### src/rtl/pmem_arbiter.sv
// Round-robin arbiter sharing one physical-memory port between the I-cache and D-cache.
// One transaction in flight at a time; address, command and write data are captured at grant.
module pmem_arbiter #(
   parameter int ADDR_WIDTH = 32,
   parameter int LINE_WIDTH = 256
) (
   input  logic                  clk,
   input  logic                  rst_n,
   input  logic                  i_pmem_read,
   input  logic [ADDR_WIDTH-1:0] i_pmem_address,
   output logic [LINE_WIDTH-1:0] i_pmem_rdata,
   output logic                  i_pmem_resp,
   input  logic                  d_pmem_read,
   input  logic                  d_pmem_write,
   input  logic [ADDR_WIDTH-1:0] d_pmem_address,
   input  logic [LINE_WIDTH-1:0] d_pmem_wdata,
   output logic [LINE_WIDTH-1:0] d_pmem_rdata,
   output logic                  d_pmem_resp,
   output logic                  pmem_read,
   output logic                  pmem_write,
   output logic [ADDR_WIDTH-1:0] pmem_address,
   output logic [LINE_WIDTH-1:0] pmem_wdata,
   input  logic [LINE_WIDTH-1:0] pmem_rdata,
   input  logic                  pmem_resp,
   output logic                  busy
);

   // Handshake: a requester holds read/write (and address/data) high until it sees its
   // resp for exactly one cycle; pmem holds the command until pmem_resp, which it pulses once.
   typedef enum logic [1:0] {IDLE, GNT_I, GNT_D, DONE} state_t;

   state_t state, state_next;
   logic   last_grant;
   logic   i_req, d_req;
   logic   grant_i, grant_d;
   logic   finish;

   assign i_req  = i_pmem_read;
   assign d_req  = d_pmem_read | d_pmem_write;
   assign finish = ((state == GNT_I) || (state == GNT_D)) && pmem_resp;

   always_comb begin
      state_next = state;
      grant_i    = 1'b0;
      grant_d    = 1'b0;
      case (state)
         IDLE: begin
            // On a tie, last_grant=1 (D last) hands the slot to I, and vice versa.
            if (i_req && (!d_req || last_grant)) begin
               grant_i    = 1'b1;
               state_next = GNT_I;
            end else if (d_req) begin
               grant_d    = 1'b1;
               state_next = GNT_D;
            end
         end
         GNT_I:   if (pmem_resp) state_next = DONE;
         GNT_D:   if (pmem_resp) state_next = DONE;
         DONE:    state_next = IDLE;
         default: state_next = IDLE;
      endcase
   end

   always_ff @(posedge clk or negedge rst_n) begin
      if (!rst_n) begin
         state        <= IDLE;
         last_grant   <= 1'b1;
         pmem_read    <= 1'b0;
         pmem_write   <= 1'b0;
         pmem_address <= '0;
         pmem_wdata   <= '0;
      end else begin
         state <= state_next;
         if (grant_i) begin
            last_grant   <= 1'b0;
            pmem_address <= i_pmem_address;
            pmem_read    <= 1'b1;
            pmem_write   <= 1'b0;
         end else if (grant_d) begin
            // Write wins when both D commands are high.
            last_grant   <= 1'b1;
            pmem_address <= d_pmem_address;
            pmem_read    <= ~d_pmem_write;
            pmem_write   <= d_pmem_write;
            if (d_pmem_write) pmem_wdata <= d_pmem_wdata;
         end else if (finish) begin
            pmem_read  <= 1'b0;
            pmem_write <= 1'b0;
         end
      end
   end

   assign i_pmem_resp  = (state == GNT_I) && pmem_resp;
   assign d_pmem_resp  = (state == GNT_D) && pmem_resp;
   assign i_pmem_rdata = pmem_rdata;
   assign d_pmem_rdata = pmem_rdata;
   assign busy         = (state == GNT_I) || (state == GNT_D);

   a_cmd_onehot: assert property (@(posedge clk) disable iff (!rst_n)
      !(pmem_read && pmem_write));
   a_cmd_busy: assert property (@(posedge clk) disable iff (!rst_n)
      busy == (pmem_read || pmem_write));
   a_resp_excl: assert property (@(posedge clk) disable iff (!rst_n)
      !(i_pmem_resp && d_pmem_resp));

endmodule

### config.mk
export PLATFORM = sky130hd
export DESIGN_NAME = pmem_arbiter
export DESIGN_NICKNAME = d
export VERILOG_FILES = /design/src/rtl/pmem_arbiter.sv
export SDC_FILE = /design/constraint.sdc
export NUM_CORES = 1
export LEC_CHECK = 0
export BUFFER_PORTS_ARGS = -buffer_cell sky130_fd_sc_hd__buf_2
export CAP_MARGIN = 20
export CORE_AREA = 4 4 534 536
export CTS_BUF_LIST = sky130_fd_sc_hd__clkbuf_8
export DETAILED_ROUTE_END_ITERATION = 16
export DIE_AREA = 0 0 538 540
export GPL_TIMING_DRIVEN = 0
export PLACE_DENSITY_LB_ADDON = 0.25
export SYNTH_ARGS = -nofsm -noshare
export SYNTH_HDL_FRONTEND = slang
export SYNTH_SLANG_ARGS = --single-unit
export TNS_END_PERCENT = 1
### constraint.sdc
create_clock -name clk -period 2.2 [get_ports clk]
set_clock_uncertainty 0.15 [all_clocks]
set_input_delay 0.11 -clock clk [delete_from_list [all_inputs] [get_ports clk]]
set_output_delay 0.11 -clock clk [all_outputs]
set_load 0.005 [all_outputs]
==> metrics.yaml <==
setup_path:
  slowest_stage: "dfrtp_1"
  required_ns: 2.62
  r2r_slack_ns: 0.12
  start_kind: "flip-flop"
  worst-setup-path-type: "flip-flop to flip-flop"
  worstPathArrival_ns: 2.50
  cp_cell_sequence: "inv_2, ha_4, and3_1, buf_12, clkbuf_16, buf_8, mux2_4"
  endpoint_kind: "flip-flop"
  crit_path_max_fanout: 10
  max_stage_delay_ns: 0.38
  cp_top_family: "buffers and inverters"
  path_buf_inv: 4
finish:
  final_area_um2: 33200
  layout_common_cells: "buf_2 (1134), dlygate4sd3_1 (536), buf_4 (513)"
  area_growth_pct: 109
  final_common_cell: "buf_2"
  nets: 3525
  instances_no_fill: 6736
  num-fill-cells: 32100
  final_layout_size_suffix_gt1_share_pct: 68.4
  utilization_pct: 11.8
die:
  die_area_um2: 291000
  die_width_um: 538
  die_h_um: 540
  initial_core_util_pct: 5.66
  core_area_um2: 281000
  rows: 195
  io_pins: 1387
place:
  dpl.hpwl_mm: 130
  gp_congestion: 0.875
  place_area_um2: 26300
  io_buffer_count: 1130
  dp.cells: 6074
drt:
  initialDrtViolationCount: 507
  ant_nets: 0
  wl_per_cell_um: 21.8
  viasPerCell: 2.34
  wirelength_mm: 147
  dr.pass1.iters: 5
  vias: 15800
  route.detailed.drc: 0
cts:
  cts_setup_buffers: 0
  clk_latency_ns: 0.70
  cts_made_buffers: 68
  root_buffer: "clkbuf_8"
  cts_tree: "done"
  cts_max_level: 3
  cts_sinks: 293
  cts_max_path_buffers: 3
  clk_pin_slew_worst_paths_ns: 0.05
global_route:
  grt_pass1_wl_mm: 179
  grt.overflow.total: 0
  met3_usage_pct: 5.94
  grtUsageMet1_pct: 10.6
  gr-usage-met2_pct: 15.0
  grt_usage_pct: 9.53
  grt_max_degree: 88
  antenna_found_initial: 106
  top_usage_layer: "met2"
  grt_pass1_vias: 16900
run:
  drv_cap: 0
timing:
  hold_viol_final: 0
  fin_crit_sh_pct: 94.5
  final-setup-viol-count: 0
  maxSlewViolCount: 0
  timing.slew.headroom_pct: 46.6
  rsz0062_at_grt: "no"
  max_freq_mhz: 481
  worst_pin_slew_ns: 0.790
  fin_crit_ns: 2.08
  whs_ns: 0.110
synth:
  ys_ff_latch: 293
  ys_seq_area_share_pct: 46.1
  ys_warn_count: 0
  syn_area_um2: 15900
  netlist-cell-type-count: 26
  synthesis.nets: 1784
  synth.avg_cell_area_um2: 13.3
  netlist_instances: 1198
power_and_ir_drop:
  p_leak_uw: 0.0157
  p_per_area_nw_per_um2: 1010
  power.total_uw: 33700
  irDropWorstVdd_mv: 0.395
status:
  status: "complete, no violations"
worst_hold_path:
  hold_class: "input pin to flip-flop"
-- cells by family after synthesis --
family | Yosys count | share of synthesized area, %
flops | 293 | 46.1
buf+inv | 555 | 26.5
mux | 256 | 22.8
simple gates | 46 | 1.71
fa+ha+maj | 4 | 0.315
compound gates | 44 | 2.56
-- path summary, 6_finish.rpt --
path | from | endpoint | cells after the start
setup / recovery | state[0] | pmem_wdata[227] | 7
hold / removal | d_pmem_wdata[42] | pmem_wdata[42] | 3
setup reg to reg | state[0] | pmem_wdata[227] | 7
hold reg to reg | last_grant | last_grant | 2
max in group asynchronous | rst_n | state[0] | 5
min in group asynchronous | rst_n | pmem_wdata[175] | 3
-- per-layer routing --
metal / part of all wire, % / wire, µm
met1: 39 / 56900
met4: 3.4 / 5020
met3: 14 / 21200
met2: 43 / 63400
met5: 0.14 / 209
-- through the flow --
step,setup TNS (ns),setup slack [ns]
6_report,0,0.120
5_1_grt,0,0.0103
4_1_cts,-2.67,-0.0442
3_5_place_dp,-27.39,-0.211
3_3_place_gp,-1771.95,-6.16
2_1_floorplan,0,0.342
-- layout make-up --
| type | count | area [µm²] | area share (%) |
|---|---|---|---|
| repair buffers | 1671 | 11200 | 33.6 |
| flip-flops and latches | 293 | 7330 | 22.1 |
| well taps | 3743 | 4680 | 14.1 |
| multi-input cells | 350 | 4380 | 13.2 |
| plain buffers | 551 | 4320 | 13.0 |
| clock buffers | 77 | 1060 | 3.19 |
| clock inverters | 37 | 248 | 0.745 |
| diodes | 10 | 25.0 | 0.0753 |
| inverters | 4 | 15.0 | 0.0452 |
-- timing repair --
action,CTS,global route
gates resized for setup,16,23
pin swaps,0,0
setup endpoints to repair,243,320
hold endpoints to repair,506,0
hold buffers,536,0
gates cloned,0,2
-- power breakdown --
part,internal (µW),leakage [µW],switching [µW],total (µW)
Clock,3440,0.000741,2990,6440
Sequential,8190,0.00348,1620,9810
Combinational,8210,0.0114,9190,17400
-- synth_stat cells --
| master | n | area, µm² |
|---|---|---|
| nor4b_1 | 1 | 8.76 |
| and3_1 | 1 | 6.26 |
| o211a_1 | 1 | 10.0 |
| o21ai_0 | 3 | 15.0 |
| a31o_2 | 1 | 8.76 |
| and2_1 | 34 | 213 |
| dfrtp_1 | 292 | 7310 |
| nand2_1 | 6 | 22.5 |
| a221o_1 | 32 | 320 |
| clkbuf_1 | 7 | 26.3 |
| buf_2 | 6 | 30.0 |
| mux2_2 | 56 | 631 |
| o21bai_1 | 1 | 7.51 |
| inv_1 | 4 | 15.0 |
| o31ai_1 | 1 | 7.51 |
| mux2_4 | 200 | 3000 |
| nor2b_1 | 2 | 12.5 |
| buf_4 | 512 | 3840 |
| dfstp_2 | 1 | 26.3 |
| a21oi_1 | 2 | 10.0 |
| a311o_1 | 1 | 10.0 |
| a21boi_0 | 1 | 7.51 |
| a2111o_1 | 1 | 11.3 |
| buf_6 | 26 | 293 |
| ha_1 | 4 | 50.1 |
| nand3_1 | 2 | 10.0 |
-- registers in the layout, summed over array words and instances (netlist names) --
signal,count
pmem_read,1
pmem_wdata,256
last_grant,1
pmem_address,32
state,2
pmem_write,1
-- worst min-delay path, cell delays in order --
cell and delay, ns:
dlygate4sd3_1 0.55, buf_2 0.11, mux2_4 0.12
No activity file was read; power rests on OpenSTA's default activity.
